**config.mk**
```make
export PLATFORM = sky130hd
export DESIGN_NAME = axil_mem_arbiter_flat
export DESIGN_NICKNAME = d
export VERILOG_FILES = /design/src/rtl/axil_mem_arbiter_if.sv /design/src/rtl/axil_mem_arbiter.sv /design/src/flat_wrapper.sv
export SDC_FILE = /design/constraint.sdc
export NUM_CORES = 1
export LEC_CHECK = 0
export CAP_MARGIN = 25
export CORE_AREA = 2 2 273 275
export CTS_CLUSTER_SIZE = 10
export DETAILED_ROUTE_END_ITERATION = 8
export DIE_AREA = 0 0 275 277
export DONT_BUFFER_PORTS = 1
export PLACE_DENSITY = 0.3
export SLEW_MARGIN = 20
export SYNTH_ARGS = -nofsm -noshare
export SYNTH_HDL_FRONTEND = slang
export SYNTH_SLANG_ARGS = --single-unit
```
**constraint.sdc**
```tcl
create_clock -name clk -period 1.7 [get_ports clk]
set_clock_uncertainty 0.05 [all_clocks]
set_input_delay 0.17 -clock clk [delete_from_list [all_inputs] [get_ports clk]]
set_output_delay 0.17 -clock clk [all_outputs]
set_load 0.005 [all_outputs]
```
**src/rtl/axil_mem_arbiter_if.sv**
```systemverilog
// AXI-Lite bundle shared by the requester and memory sides of axil_mem_arbiter.
// Read and write channels carry separate modports so one instance can serve either role.
interface axil_interface_if #(
  parameter int ADDR_W = 64,
  parameter int DATA_W = 64
);
  logic [ADDR_W-1:0]   araddr;
  logic                arvalid;
  logic                arready;
  logic [DATA_W-1:0]   rdata;
  logic [1:0]          rresp;
  logic                rvalid;
  logic                rready;
  logic [ADDR_W-1:0]   awaddr;
  logic                awvalid;
  logic                awready;
  logic [DATA_W-1:0]   wdata;
  logic [DATA_W/8-1:0] wstrb;
  logic                wvalid;
  logic                wready;
  logic [1:0]          bresp;
  logic                bvalid;
  logic                bready;

  modport rd_mst (output araddr, arvalid, rready, input arready, rdata, rresp, rvalid);
  modport rd_slv (input araddr, arvalid, rready, output arready, rdata, rresp, rvalid);
  modport wr_mst (output awaddr, awvalid, wdata, wstrb, wvalid, bready,
                  input awready, wready, bresp, bvalid);
  modport wr_slv (input awaddr, awvalid, wdata, wstrb, wvalid, bready,
                  output awready, wready, bresp, bvalid);
endinterface

```
**src/rtl/axil_mem_arbiter.sv**
```systemverilog
// Shares one AXI-Lite memory port between fetch reads and data-stage reads/writes.
// Define ARB_ROUND_ROBIN_EN for alternating read priority; default is data-stage fixed priority.
module axil_mem_arbiter #(
  parameter int ADDR_W = 64,
  parameter int DATA_W = 64
) (
  input  logic                clk,
  input  logic                rst,
  axil_interface_if.rd_slv    if_rd,
  axil_interface_if.rd_slv    dm_rd,
  axil_interface_if.wr_slv    dm_wr,
  axil_interface_if.rd_mst    mem_rd,
  axil_interface_if.wr_mst    mem_wr,
  output logic                rd_owner,
  output logic                busy
);

  typedef enum logic {R_IDLE = 1'b0, R_WAIT = 1'b1} rd_state_e;
  typedef enum logic {W_IDLE = 1'b0, W_RESP = 1'b1} wr_state_e;

  rd_state_e rd_state_q, rd_state_d;
  wr_state_e wr_state_q, wr_state_d;
  logic ar_lock_q, ar_lock_d;
  logic rd_owner_q, rd_owner_d;
  logic aw_done_q, aw_done_d;
  logic w_done_q, w_done_d;
  logic busy_q, busy_d;
`ifdef ARB_ROUND_ROBIN_EN
  logic prio_q, prio_d;
`endif

  logic              rd_gate_open_s;
  logic              sel_s;
  logic              req_valid_s;
  logic              ar_fwd_s;
  logic              ar_hs_s;
  logic              r_hs_s;
  logic              aw_fwd_s;
  logic              w_fwd_s;
  logic              aw_hs_s;
  logic              w_hs_s;
  logic              b_hs_s;
  logic [ADDR_W-1:0] ar_addr_s;
  logic [DATA_W-1:0] rdata_s;

  // Read owner selection and AR forwarding; a held lock overrides the store gate.
  always_comb begin
    rd_gate_open_s = (wr_state_q == W_IDLE) && !aw_done_q && !w_done_q && !dm_wr.awvalid;
    if (ar_lock_q) begin
      sel_s = rd_owner_q;
`ifdef ARB_ROUND_ROBIN_EN
    end else if (dm_rd.arvalid && if_rd.arvalid) begin
      sel_s = prio_q;
`endif
    end else begin
      sel_s = dm_rd.arvalid;
    end
    req_valid_s = sel_s ? dm_rd.arvalid : if_rd.arvalid;
    ar_addr_s   = sel_s ? dm_rd.araddr : if_rd.araddr;
    ar_fwd_s    = !rst && (rd_state_q == R_IDLE) && (ar_lock_q || rd_gate_open_s) && req_valid_s;
    ar_hs_s     = ar_fwd_s && mem_rd.arready;
    r_hs_s      = !rst && (rd_state_q == R_WAIT) && mem_rd.rvalid &&
                  (rd_owner_q ? dm_rd.rready : if_rd.rready);
  end

  // Read channel routing toward memory and requesters.
  always_comb begin
    rdata_s        = mem_rd.rdata;
    mem_rd.araddr  = ar_addr_s;
    mem_rd.arvalid = ar_fwd_s;
    if_rd.arready  = ar_hs_s && !sel_s;
    dm_rd.arready  = ar_hs_s && sel_s;
    if_rd.rdata    = rdata_s;
    dm_rd.rdata    = rdata_s;
    if_rd.rresp    = mem_rd.rresp;
    dm_rd.rresp    = mem_rd.rresp;
    if (rst) begin
      mem_rd.rready = 1'b0;
      if_rd.rvalid  = 1'b0;
      dm_rd.rvalid  = 1'b0;
    end else if (rd_state_q == R_WAIT) begin
      mem_rd.rready = rd_owner_q ? dm_rd.rready : if_rd.rready;
      if_rd.rvalid  = mem_rd.rvalid && !rd_owner_q;
      dm_rd.rvalid  = mem_rd.rvalid && rd_owner_q;
    end else begin
      // An R beat with no read in flight belongs to nobody; drain it.
      mem_rd.rready = 1'b1;
      if_rd.rvalid  = 1'b0;
      dm_rd.rvalid  = 1'b0;
    end
  end

  // Write channel pass-through with split AW/W absorption.
  always_comb begin
    aw_fwd_s       = !rst && (wr_state_q == W_IDLE) && dm_wr.awvalid && !aw_done_q;
    w_fwd_s        = !rst && (wr_state_q == W_IDLE) && dm_wr.wvalid && !w_done_q;
    aw_hs_s        = aw_fwd_s && mem_wr.awready;
    w_hs_s         = w_fwd_s && mem_wr.wready;
    b_hs_s         = !rst && (wr_state_q == W_RESP) && mem_wr.bvalid && dm_wr.bready;
    mem_wr.awaddr  = dm_wr.awaddr;
    mem_wr.awvalid = aw_fwd_s;
    mem_wr.wdata   = dm_wr.wdata;
    mem_wr.wstrb   = dm_wr.wstrb;
    mem_wr.wvalid  = w_fwd_s;
    dm_wr.bresp    = mem_wr.bresp;
    if (rst) begin
      dm_wr.awready = 1'b0;
      dm_wr.wready  = 1'b0;
      dm_wr.bvalid  = 1'b0;
      mem_wr.bready = 1'b0;
    end else if (wr_state_q == W_IDLE) begin
      dm_wr.awready = aw_done_q | mem_wr.awready;
      dm_wr.wready  = w_done_q | mem_wr.wready;
      dm_wr.bvalid  = 1'b0;
      mem_wr.bready = 1'b0;
    end else begin
      dm_wr.awready = 1'b0;
      dm_wr.wready  = 1'b0;
      dm_wr.bvalid  = mem_wr.bvalid;
      mem_wr.bready = dm_wr.bready;
    end
  end

  // Next-state logic for both FSMs and the status outputs.
  always_comb begin
    rd_state_d = rd_state_q;
    wr_state_d = wr_state_q;
    ar_lock_d  = ar_lock_q;
    rd_owner_d = rd_owner_q;
    aw_done_d  = aw_done_q;
    w_done_d   = w_done_q;
`ifdef ARB_ROUND_ROBIN_EN
    prio_d     = prio_q;
`endif
    case (rd_state_q)
      R_IDLE: begin
        if (ar_hs_s) begin
          rd_state_d = R_WAIT;
          rd_owner_d = sel_s;
          ar_lock_d  = 1'b0;
`ifdef ARB_ROUND_ROBIN_EN
          prio_d     = !sel_s;
`endif
        end else if (ar_fwd_s) begin
          ar_lock_d  = 1'b1;
          rd_owner_d = sel_s;
        end else begin
          ar_lock_d  = ar_lock_q;
        end
      end
      R_WAIT: begin
        if (r_hs_s) begin
          rd_state_d = R_IDLE;
        end else begin
          rd_state_d = R_WAIT;
        end
      end
      default: rd_state_d = R_IDLE;
    endcase
    case (wr_state_q)
      W_IDLE: begin
        if ((aw_done_q || aw_hs_s) && (w_done_q || w_hs_s)) begin
          wr_state_d = W_RESP;
          aw_done_d  = 1'b0;
          w_done_d   = 1'b0;
        end else begin
          aw_done_d  = aw_done_q || aw_hs_s;
          w_done_d   = w_done_q || w_hs_s;
        end
      end
      W_RESP: begin
        if (b_hs_s) begin
          wr_state_d = W_IDLE;
        end else begin
          wr_state_d = W_RESP;
        end
      end
      default: wr_state_d = W_IDLE;
    endcase
    busy_d = (rd_state_d == R_WAIT) || (wr_state_d != W_IDLE) || aw_done_d || w_done_d;
  end

  // State and status registers.
  always_ff @(posedge clk) begin
    if (rst) begin
      rd_state_q <= R_IDLE;
      wr_state_q <= W_IDLE;
      ar_lock_q  <= 1'b0;
      rd_owner_q <= 1'b0;
      aw_done_q  <= 1'b0;
      w_done_q   <= 1'b0;
      busy_q     <= 1'b0;
`ifdef ARB_ROUND_ROBIN_EN
      prio_q     <= 1'b1;
`endif
    end else begin
      rd_state_q <= rd_state_d;
      wr_state_q <= wr_state_d;
      ar_lock_q  <= ar_lock_d;
      rd_owner_q <= rd_owner_d;
      aw_done_q  <= aw_done_d;
      w_done_q   <= w_done_d;
      busy_q     <= busy_d;
`ifdef ARB_ROUND_ROBIN_EN
      prio_q     <= prio_d;
`endif
    end
  end

  assign rd_owner = rd_owner_q;
  assign busy     = busy_q;

endmodule

```
**src/flat_wrapper.sv**
```systemverilog
// flat-port wrapper written by rule: the top's interface ports become plain ports
module axil_mem_arbiter_flat 
#(
  parameter int ADDR_W = 64,
  parameter int DATA_W = 64
)
  (clk, rst, rd_owner, busy, if_rd_araddr, if_rd_arvalid, if_rd_rready, if_rd_arready, if_rd_rdata, if_rd_rresp, if_rd_rvalid, dm_rd_araddr, dm_rd_arvalid, dm_rd_rready, dm_rd_arready, dm_rd_rdata, dm_rd_rresp, dm_rd_rvalid, dm_wr_awaddr, dm_wr_awvalid, dm_wr_wdata, dm_wr_wstrb, dm_wr_wvalid, dm_wr_bready, dm_wr_awready, dm_wr_wready, dm_wr_bresp, dm_wr_bvalid, mem_rd_araddr, mem_rd_arvalid, mem_rd_rready, mem_rd_arready, mem_rd_rdata, mem_rd_rresp, mem_rd_rvalid, mem_wr_awaddr, mem_wr_awvalid, mem_wr_wdata, mem_wr_wstrb, mem_wr_wvalid, mem_wr_bready, mem_wr_awready, mem_wr_wready, mem_wr_bresp, mem_wr_bvalid);
  axil_interface_if #(.ADDR_W(ADDR_W), .DATA_W(DATA_W)) if_rd_i ();
  axil_interface_if #(.ADDR_W(ADDR_W), .DATA_W(DATA_W)) dm_rd_i ();
  axil_interface_if #(.ADDR_W(ADDR_W), .DATA_W(DATA_W)) dm_wr_i ();
  axil_interface_if #(.ADDR_W(ADDR_W), .DATA_W(DATA_W)) mem_rd_i ();
  axil_interface_if #(.ADDR_W(ADDR_W), .DATA_W(DATA_W)) mem_wr_i ();
  input  logic clk;
  input  logic rst;
  output logic rd_owner;
  output logic busy;
  input wire logic [$bits(if_rd_i.araddr)-1:0] if_rd_araddr;
  input wire logic [$bits(if_rd_i.arvalid)-1:0] if_rd_arvalid;
  input wire logic [$bits(if_rd_i.rready)-1:0] if_rd_rready;
  output wire logic [$bits(if_rd_i.arready)-1:0] if_rd_arready;
  output wire logic [$bits(if_rd_i.rdata)-1:0] if_rd_rdata;
  output wire logic [$bits(if_rd_i.rresp)-1:0] if_rd_rresp;
  output wire logic [$bits(if_rd_i.rvalid)-1:0] if_rd_rvalid;
  input wire logic [$bits(dm_rd_i.araddr)-1:0] dm_rd_araddr;
  input wire logic [$bits(dm_rd_i.arvalid)-1:0] dm_rd_arvalid;
  input wire logic [$bits(dm_rd_i.rready)-1:0] dm_rd_rready;
  output wire logic [$bits(dm_rd_i.arready)-1:0] dm_rd_arready;
  output wire logic [$bits(dm_rd_i.rdata)-1:0] dm_rd_rdata;
  output wire logic [$bits(dm_rd_i.rresp)-1:0] dm_rd_rresp;
  output wire logic [$bits(dm_rd_i.rvalid)-1:0] dm_rd_rvalid;
  input wire logic [$bits(dm_wr_i.awaddr)-1:0] dm_wr_awaddr;
  input wire logic [$bits(dm_wr_i.awvalid)-1:0] dm_wr_awvalid;
  input wire logic [$bits(dm_wr_i.wdata)-1:0] dm_wr_wdata;
  input wire logic [$bits(dm_wr_i.wstrb)-1:0] dm_wr_wstrb;
  input wire logic [$bits(dm_wr_i.wvalid)-1:0] dm_wr_wvalid;
  input wire logic [$bits(dm_wr_i.bready)-1:0] dm_wr_bready;
  output wire logic [$bits(dm_wr_i.awready)-1:0] dm_wr_awready;
  output wire logic [$bits(dm_wr_i.wready)-1:0] dm_wr_wready;
  output wire logic [$bits(dm_wr_i.bresp)-1:0] dm_wr_bresp;
  output wire logic [$bits(dm_wr_i.bvalid)-1:0] dm_wr_bvalid;
  output wire logic [$bits(mem_rd_i.araddr)-1:0] mem_rd_araddr;
  output wire logic [$bits(mem_rd_i.arvalid)-1:0] mem_rd_arvalid;
  output wire logic [$bits(mem_rd_i.rready)-1:0] mem_rd_rready;
  input wire logic [$bits(mem_rd_i.arready)-1:0] mem_rd_arready;
  input wire logic [$bits(mem_rd_i.rdata)-1:0] mem_rd_rdata;
  input wire logic [$bits(mem_rd_i.rresp)-1:0] mem_rd_rresp;
  input wire logic [$bits(mem_rd_i.rvalid)-1:0] mem_rd_rvalid;
  output wire logic [$bits(mem_wr_i.awaddr)-1:0] mem_wr_awaddr;
  output wire logic [$bits(mem_wr_i.awvalid)-1:0] mem_wr_awvalid;
  output wire logic [$bits(mem_wr_i.wdata)-1:0] mem_wr_wdata;
  output wire logic [$bits(mem_wr_i.wstrb)-1:0] mem_wr_wstrb;
  output wire logic [$bits(mem_wr_i.wvalid)-1:0] mem_wr_wvalid;
  output wire logic [$bits(mem_wr_i.bready)-1:0] mem_wr_bready;
  input wire logic [$bits(mem_wr_i.awready)-1:0] mem_wr_awready;
  input wire logic [$bits(mem_wr_i.wready)-1:0] mem_wr_wready;
  input wire logic [$bits(mem_wr_i.bresp)-1:0] mem_wr_bresp;
  input wire logic [$bits(mem_wr_i.bvalid)-1:0] mem_wr_bvalid;
  assign if_rd_i.araddr = if_rd_araddr;
  assign if_rd_i.arvalid = if_rd_arvalid;
  assign if_rd_i.rready = if_rd_rready;
  assign if_rd_arready = if_rd_i.arready;
  assign if_rd_rdata = if_rd_i.rdata;
  assign if_rd_rresp = if_rd_i.rresp;
  assign if_rd_rvalid = if_rd_i.rvalid;
  assign dm_rd_i.araddr = dm_rd_araddr;
  assign dm_rd_i.arvalid = dm_rd_arvalid;
  assign dm_rd_i.rready = dm_rd_rready;
  assign dm_rd_arready = dm_rd_i.arready;
  assign dm_rd_rdata = dm_rd_i.rdata;
  assign dm_rd_rresp = dm_rd_i.rresp;
  assign dm_rd_rvalid = dm_rd_i.rvalid;
  assign dm_wr_i.awaddr = dm_wr_awaddr;
  assign dm_wr_i.awvalid = dm_wr_awvalid;
  assign dm_wr_i.wdata = dm_wr_wdata;
  assign dm_wr_i.wstrb = dm_wr_wstrb;
  assign dm_wr_i.wvalid = dm_wr_wvalid;
  assign dm_wr_i.bready = dm_wr_bready;
  assign dm_wr_awready = dm_wr_i.awready;
  assign dm_wr_wready = dm_wr_i.wready;
  assign dm_wr_bresp = dm_wr_i.bresp;
  assign dm_wr_bvalid = dm_wr_i.bvalid;
  assign mem_rd_araddr = mem_rd_i.araddr;
  assign mem_rd_arvalid = mem_rd_i.arvalid;
  assign mem_rd_rready = mem_rd_i.rready;
  assign mem_rd_i.arready = mem_rd_arready;
  assign mem_rd_i.rdata = mem_rd_rdata;
  assign mem_rd_i.rresp = mem_rd_rresp;
  assign mem_rd_i.rvalid = mem_rd_rvalid;
  assign mem_wr_awaddr = mem_wr_i.awaddr;
  assign mem_wr_awvalid = mem_wr_i.awvalid;
  assign mem_wr_wdata = mem_wr_i.wdata;
  assign mem_wr_wstrb = mem_wr_i.wstrb;
  assign mem_wr_wvalid = mem_wr_i.wvalid;
  assign mem_wr_bready = mem_wr_i.bready;
  assign mem_wr_i.awready = mem_wr_awready;
  assign mem_wr_i.wready = mem_wr_wready;
  assign mem_wr_i.bresp = mem_wr_bresp;
  assign mem_wr_i.bvalid = mem_wr_bvalid;
  axil_mem_arbiter #(.ADDR_W(ADDR_W), .DATA_W(DATA_W)) u_core (.clk(clk), .rst(rst), .if_rd(if_rd_i), .dm_rd(dm_rd_i), .dm_wr(dm_wr_i), .mem_rd(mem_rd_i), .mem_wr(mem_wr_i), .rd_owner(rd_owner), .busy(busy));
endmodule
```
# == Word-level counts from Yosys, hierarchy flattened ==
# Cells that the tools add are included.
# totals
romBits,0
mem_count,0
in_bits,346
latchBits,0
output_inout_bits,348
ram_bits,0
ff_bits,7
# classes
addsub,0
n_shift,0
n_div,0
magnitude_cmp,0
multipliers,0
eq_ne,0
n_reduce_logical,39
bitwise_logic,4
mux,32
# ops
op,count
$mux 64,1
$mux 1,29
$logic_and 1x1->1,25
$logic_not 1->1,6
$logic_or 1x1->1,6
$pmux 1 s2,2
$not 1->1,2
$or 1x1->1,2
$reduce_and 2->1,1
$reduce_bool 2->1,1

# == Depth between registers and ports, before layout ==
# Gate-level depths: netlist of the first run.
# logic_depth
depth_word,13
ltp_mapped,4

# == Worst setup path before layout of the first run ==
# No wires, ideal clock.
# synth_timing
path_kind,register to output
startpoint,register u_core.ar_lock_q
endpoint,output mem_rd_araddr[35]
arrival_time_ns,1.438
stages_incl_launch_ff,5
required_ns,1.480
setup_slack_ns,0.042
path_cell_list,dfxtp_1 > mux2i_1 > buf_2 > buf_4 > mux2_2
# synth_via
elab_chain_cells,2
# synth_lines
item,line_no,rtl
start: declaration,axil_mem_arbiter.sv:23,"logic ar_lock_q, ar_lock_d;"
start signal: assignment,axil_mem_arbiter.sv:199,ar_lock_q <= ar_lock_d;
$mux 1,axil_mem_arbiter.sv:49,if (ar_lock_q) begin
$mux 64,axil_mem_arbiter.sv:59,ar_addr_s = sel_s ? dm_rd.araddr : if_rd.araddr;
end: declaration,flat_wrapper.sv:41,output wire logic [$bits(mem_rd_i.araddr)-1:0] mem_rd_araddr;
# No other way between the ends.

# == Worst setup path after layout of the first run ==
# layout_timing
startpoint,register u_core.aw_done_q
endpoint,output if_rd_arready
# layout_via
elab_chain_cells,9
# layout_lines
item,line_no,rtl
start: declaration,axil_mem_arbiter.sv:25,"logic aw_done_q, aw_done_d;"
start signal: assignment,axil_mem_arbiter.sv:201,aw_done_q <= aw_done_d;
$logic_not 1->1,axil_mem_arbiter.sv:48,rd_gate_open_s = (wr_state_q == W_IDLE) && !aw_done_q && !w_done_q && !dm_wr.awvalid;
$logic_and 1x1->1 (3 in series),axil_mem_arbiter.sv:48,
$logic_or 1x1->1,axil_mem_arbiter.sv:60,ar_fwd_s = !rst && (rd_state_q == R_IDLE) && (ar_lock_q || rd_gate_open_s) && req_valid_s;
$logic_and 1x1->1 (2 in series),axil_mem_arbiter.sv:60,
$logic_and 1x1->1,axil_mem_arbiter.sv:61,ar_hs_s = ar_fwd_s && mem_rd.arready;
$logic_and 1x1->1,axil_mem_arbiter.sv:71,if_rd.arready = ar_hs_s && !sel_s;
end: declaration,flat_wrapper.sv:20,output wire logic [$bits(if_rd_i.arready)-1:0] if_rd_arready;
# No other way between the ends.

==> out/qor.txt, run 1 <==
hold depth - 2
Pwr Density - 419 nW/µm²
die area - 76200 µm²
total CTS buffers - 3
crit path DAT - 1.59 ns
drt initial violations - 51
DP Area - 2490 µm²
Inserted Diodes - 0
antenna violations before repair - 1
CORE AREA - 73600 µm²
DRT Pass-1 Iters - 4
IO Port Bufs - 0
Congestion Overflow GR - 0
FILL cells - 8719
synth unique cells - 28
fin crit period - 1.81 ns
failing checks - negative setup slack
via count - 1604
outcome - complete, but fails checks
Vias/cell - 1.45
Post-DP HPWL - 11300 µm
final core utilization - 4.07%
vias in the first global route - 1960
Final Worst Setup Slack - -0.107 ns
htree depth - 1
critical path, cell by cell - or4_4 -> mux2i_4 -> and3_4 -> and2_4
CTS sink count - 7
final setup TNS - -3.98 ns
Overall Global Routing Usage - 3.23%
Slew HR - 53.8%
worst skew pair latency - 0.23 ns
maximum fanout along the worst path - 2
final setup violating endpoints - 67
total power - 1.25 mW
worst slew pin tran - 0.691 ns
worst r2r dst - u_core.busy$_SDFF_PP0_
R2R setup slack - 0.06 ns
Final Max Tran Viols - 0
Leak Pwr - 0.882 nW
Final Cell Area - 2990 µm²
Ys Warns - 0
Post-Synthesis Cells - 395
Min-Delay Startpoint - mem_rd_arready
area grow syn2layout - -7.36%
maximum root-to-sink buffer count - 2
Worst Hold End - u_core.rd_state_q$_SDFF_PP0_
maximum vdd drop - 0.378 mV
period utilization - 106%
syn nets - 741
reg2reg start - u_core.rd_owner$_SDFFE_PP0P_
Avg WL per Cell - 12.6 µm
starting density of the core - 4.39%
WS Path Type - flip-flop to output port
sequential fraction of the synthesis area - 4.34%
first-pass GRT wire length - 16300 µm
max_cap viols - 0
Clock Pin Slew Worst Setup and Hold Paths - 0.04 ns
final antenna-violating net count - 0
Die Y - 277 µm
WP data required - 1.48 ns
die width - 275 µm
fmax - 553 MHz
GP Congestion - 0.691
cell count of the worst reg-to-reg path - 5
hold slack - 0.0527 ns
flops & latches, synth - 7
syn avg cell area - 8.18 µm²
mapped cell area - 3230 µm²
Nets - 487
Post-route DRC - 0
CTS tree - built
site row count - 100
CP Launch Type - flip-flop
CP endpoint kind - output port
pin count of the biggest net entering global routing - 20
Routed WL - 14000 µm
layout cells sized above 1 - 70.7%
worst hold path class - primary input to flip-flop
highest cell delay on the worst timing path - 0.53 ns
Hold Fails Final Rpt - 0
Root Buffer - clkbuf_16
RSZ-0062 raised after global routing - true
CP max stage cell - or4_4
I/O pin cnt - 694
## sequential cells by signal, summed over array words and instances (netlist names)
register	count
u_core.w_done_q	1
u_core.rd_state_q	1
u_core.ar_lock_q	1
u_core.rd_owner	1
u_core.wr_state_q	1
u_core.busy	1
u_core.aw_done_q	1
## per-stage QoR
step / setup WS [ns] / instances
detailed placement: 0.0703 / 1097
global route: -0.145 / 1109
global placement: 0.0829 / 1097
floorplan: 0.0424 / 395
CTS: -0.140 / 1109
finish: -0.107 / 1109
## critical path: cells and delay by family, from the launching register on
| kind | cells | cell delay [ns] |
|---|---|---|
| AND/OR/NAND/NOR | 3 | 0.88 |
| multiplexers | 1 | 0.17 |
| flip-flops | 1 | 0.31 |
## cell usage after synthesis
library cell | instances | area (µm²)
nand3_1 | 1 | 5.00
nor3_1 | 3 | 15.0
a311oi_1 | 1 | 8.76
buf_2 | 5 | 25.0
inv_1 | 2 | 7.51
mux2_1 | 12 | 135
a211oi_2 | 1 | 12.5
and3_1 | 2 | 12.5
and2_2 | 1 | 7.51
mux2i_4 | 1 | 22.5
a21oi_1 | 4 | 20.0
dfxtp_1 | 7 | 140
mux2_2 | 52 | 586
buf_4 | 273 | 2050
or3_1 | 1 | 6.26
a22o_1 | 1 | 8.76
nor4b_1 | 1 | 8.76
and2_1 | 3 | 18.8
a32o_1 | 1 | 10.0
mux2i_1 | 3 | 30.0
o21a_1 | 2 | 15.0
or4_4 | 1 | 11.3
nand2b_1 | 1 | 6.26
nor2b_1 | 1 | 6.26
o21ai_0 | 2 | 10.0
nand2_1 | 5 | 18.8
nor2_1 | 6 | 22.5
a31oi_1 | 2 | 12.5
## final cells by class
type	count	area [µm²]	share of cell area (%)
inverters	2	7.51	0.251
repair buffers	19	250	8.36
multi-input cells	108	1300	43.5
flip-flops and latches	7	144	4.81
well taps	969	1210	40.5
clock buffers	4	78.8	2.63
## kinds of logic (layout without fill, tap and decap cells)
| group | count (synthesis) | after routing | share of synthesized area (%) |
|---|---|---|---|
| AND/OR/NAND/NOR | 26 | 26 | 4.30 |
| AO/OA/AOI/OAI | 14 | 14 | 3.02 |
| buffers and inverters | 280 | 25 | 64.4 |
| multiplexers | 68 | 68 | 23.9 |
| flip-flops | 7 | 7 | 4.34 |
## metal layers
layer  vias up  share of wire, %  global-route usage (%)
met3       120                18                    1.92
met1       608                19                    1.62
li1        499                 -                       -
met5         -                 0                       0
met4         0                14                    4.42
met2       377                49                    5.97
## report_power, final
| part | total (mW) | switching, mW | internal [mW] | leakage, nW |
|---|---|---|---|---|
| sequential | 0.194 | 0.0150 | 0.179 | 0.0586 |
| combinational | 0.660 | 0.272 | 0.388 | 0.785 |
| clock | 0.400 | 0.0880 | 0.312 | 0.0382 |
## what timing repair did
item                                    in CTS  in global routing
endpoints found under the setup margin      68                 67
hold buffers                                 1                  0
hold endpoints to repair                     4                  0
gates resized for setup                     65                 20
gates cloned                                 3                  0
setup buffers                                4                  1
pin swaps                                    3                  3
## how the worst max path moves through the flow
stage                                              from                 to  slack, ns  depth (start not counted)
after detailed placement   u_core.wr_state_q$_SDFF_PP0_      if_rd_arready       0.07                          4
after CTS                 u_core.ar_lock_q$_SDFFE_PP0P_  mem_rd_araddr[42]      -0.14                          5
final                       u_core.aw_done_q$_SDFF_PP0_      if_rd_arready      -0.11                          4
after global placement     u_core.wr_state_q$_SDFF_PP0_      if_rd_arready       0.08                          4
after floorplan           u_core.ar_lock_q$_SDFFE_PP0P_  mem_rd_araddr[35]       0.04                          4
after global routing      u_core.ar_lock_q$_SDFFE_PP0P_  mem_rd_araddr[19]      -0.14                          4
## layout by cell type, fill, tap and decap left out, types with 2 or more instances in the layout
| cell type | synthesis | layout |
|---|---|---|
| dfxtp_2 | 0 | 3 |
| buf_4 | 273 | 10 |
| dfxtp_1 | 7 | 4 |
| mux2_4 | 0 | 64 |
| buf_16 | 0 | 3 |
| buf_6 | 0 | 2 |
| nor2_1 | 6 | 5 |
| and2_4 | 0 | 2 |
| clkbuf_16 | 0 | 3 |
| nor3_1 | 3 | 3 |
| a31oi_1 | 2 | 2 |
| buf_12 | 0 | 3 |
| o21ai_0 | 2 | 2 |
| nand2_1 | 5 | 5 |
| o21a_1 | 2 | 2 |
| inv_1 | 2 | 2 |
| and2_1 | 3 | 2 |
| a21oi_1 | 4 | 4 |
| mux2i_4 | 1 | 2 |
(Power assumes the default switching activity.)
==> run 2: changes to the inputs <==
--- a/config.mk
+++ b/config.mk
@@ -5,11 +5,12 @@
 export SDC_FILE = /design/constraint.sdc
 export NUM_CORES = 1
 export LEC_CHECK = 0
+export ABC_AREA = 1
 export CAP_MARGIN = 25
-export CORE_AREA = 2 2 273 275
+export CORE_AREA = 2 2 268 270
 export CTS_CLUSTER_SIZE = 10
 export DETAILED_ROUTE_END_ITERATION = 8
-export DIE_AREA = 0 0 275 277
+export DIE_AREA = 0 0 270 272
 export DONT_BUFFER_PORTS = 1
 export PLACE_DENSITY = 0.3
 export SLEW_MARGIN = 20
==> out/qor.txt, run 2 <==
outcome - finished clean
Congestion Overflow GR - 0
GP Congestion - 0.653
Hold Fails Final Rpt - 0
final antenna-violating net count - 0
dpl ws - 0.274 ns
reg2reg start - u_core.rd_state_q$_SDFF_PP0_
Post-Synthesis Cells - 559
maximum root-to-sink buffer count - 2
met2 routed WL - 7950 µm
CP max stage cell - dfxtp_1
syn avg cell area - 5.90 µm²
Nets - 639
most common cell after layout, fill and taps aside - nand2_1
sequential fraction of the synthesis area - 4.25%
Clock Pin Slew Worst Setup and Hold Paths - 0.04 ns
worst slew pin tran - 0.373 ns
WS Path Type - flip-flop to output port
Comb power frac - 49.6%
Slew HR - 75.0%
Post-synth EDFFs - 0
Post-DP HPWL - 12000 µm
Critical Path Start - u_core.ar_lock_q$_SDFFE_PP0P_
area grow syn2layout - -18.3%
switching share of power - 42.7%
synth unique cells - 16
most common cell in the netlist - buf_4
RSZ-0062 raised after global routing - false
most used cell, CP - nand2_1
highest cell delay on the worst timing path - 0.35 ns
total CTS buffers - 3
Leak Pwr - 0.952 nW
DRT Pass-1 Iters - 4
first-pass GRT wire length - 16500 µm
Overall Global Routing Usage - 3.30%
layout cells sized above 1 - 8.90%
worst skew pair latency - 0.23 ns
crit path DAT - 1.40 ns
Synth area leaders - buf_4 (62%), nand2_1 (25%), dfxtp_1 (4.3%)
Final Max Tran Viols - 0
leading area contributor after synthesis - buf_4
Final Worst Setup Slack - 0.0815 ns
CTS sink count - 7
Avg WL per Cell - 12.3 µm
max layer used - met4
Post-route DRC - 0
WL met1 - 3060 µm
Ys Warns - 0
Async SR Flop Fraction - 0%
I/O pin cnt - 694
CTS tree - built
Switch Pwr - 518 µW
Routed WL - 15300 µm
syn nets - 905
pin count of the biggest net entering global routing - 48
die area - 73400 µm²
hold depth - 3
met3 routed WL - 2720 µm
Pwr Density - 450 nW/µm²
critical path, cell by cell - inv_2 -> nand2_2 -> nand2_8 -> clkinv_8 -> buf_12 -> nand2_1 -> nand2_1
vias in the first global route - 2218
hold slack - 0.116 ns
most frequent cells in the layout - nand2_1 (212), nor2_1 (20), inv_1 (11)
sequential group share of total power - 16.7%
WP data required - 1.48 ns
Vias/cell - 1.79
CP Launch Type - flip-flop
cell count of the worst reg-to-reg path - 7
Die Y - 272 µm
period utilization - 95.2%
via count - 2225
site row count - 98
drt initial violations - 49
CP endpoint kind - output port
post-synth top area share - 62.4%
final setup violating endpoints - 0
clock power share - 33.7%
antenna violations before repair - 1
final setup TNS - 0 ns
fin crit period - 1.62 ns
IO Port Bufs - 0
most used flip-flop cell after synthesis - dfxtp_1
worst hold path class - primary input to flip-flop
flops & latches, synth - 7
starting density of the core - 4.66%
Post-synth top cells - buf_4 (274), nand2_1 (216), nor2_1 (20), inv_1 (12), dfxtp_1 (7)
max_cap viols - 0
Root Buffer - clkbuf_16
Min-Delay Startpoint - rst
fmax - 618 MHz
Int Pwr - 694 µW
CORE AREA - 70800 µm²
mapped cell area - 3300 µm²
maximum vdd drop - 0.389 mV
die width - 270 µm
maximum fanout along the worst path - 12
htree depth - 1
[run 2: layout make-up]
type,instances,area (µm²)
Antenna cell,1,2.50
Clock buffer,4,78.8
Timing Repair Buffer,14,204
Multi-Input combinational cell,254,1020
Tap cell,950,1190
Fill cell,8458,68100
Inverter,13,61.3
Sequential cell,7,140
[run 2: through the flow]
step	util (%)	cells	power [mW]	cell area [µm²]
CTS	3.60	1236	1.12	2550
floorplan	-	559	1.07	3300
global placement	3.47	1231	0.700	2460
global route	3.81	1243	1.29	2690
detailed placement	3.47	1231	0.697	2460
finish	3.81	1243	1.21	2690
[run 2: timing repair]
| action | 4_1_cts | 5_1_grt |
|---|---|---|
| gates resized for setup | 0 | 13 |
| setup endpoints to repair | 0 | 47 |
| setup buffers | 0 | 2 |
| hold buffers | 1 | 0 |
| hold endpoints to repair | 4 | 0 |
[run 2: power by group through the flow]
stage          Clock (mW)  Combinational [mW]  Sequential, mW
6_report            0.409               0.602           0.202
3_5_place_dp            0               0.492           0.205
4_1_cts             0.418               0.496           0.203
5_1_grt             0.427               0.654           0.206
3_3_place_gp            0               0.494           0.205
2_1_floorplan           0               0.877           0.197
[run 2: per-layer routing]
| metal | GRT usage, % | up-vias |
|---|---|---|
| li1 | - | 871 |
| met1 | 1.42 | 842 |
| met4 | 3.64 | 0 |
| met3 | 2.49 | 110 |
| met5 | 0.128 | - |
| met2 | 6.50 | 402 |
[run 2: cell families (layout without fill, tap and decap cells)]
kind of cell	count (synthesis)	count (layout)	share of synthesized area, %
buffers and inverters	298	31	65.6
AND/OR/NAND/NOR	250	250	29.6
flip-flops	7	7	4.25
AO/OA/AOI/OAI	4	4	0.607
other	0	1	0
[run 2: worst max-delay path: cells and delay by family (launching register included)]
kind	cells	cell delay, ns
simple gates	4	0.44
flops	1	0.35
buf+inv	3	0.35
[run 2: path summary, 6_finish.rpt]
kind | slack, ns | end
worst max-delay path | 0.08 | mem_rd_araddr[29]
worst min-delay path | 0.12 | u_core.ar_lock_q$_SDFFE_PP0P_
worst max register to register | 0.40 | u_core.ar_lock_q$_SDFFE_PP0P_
worst min register to register | 0.51 | u_core.aw_done_q$_SDFF_PP0_
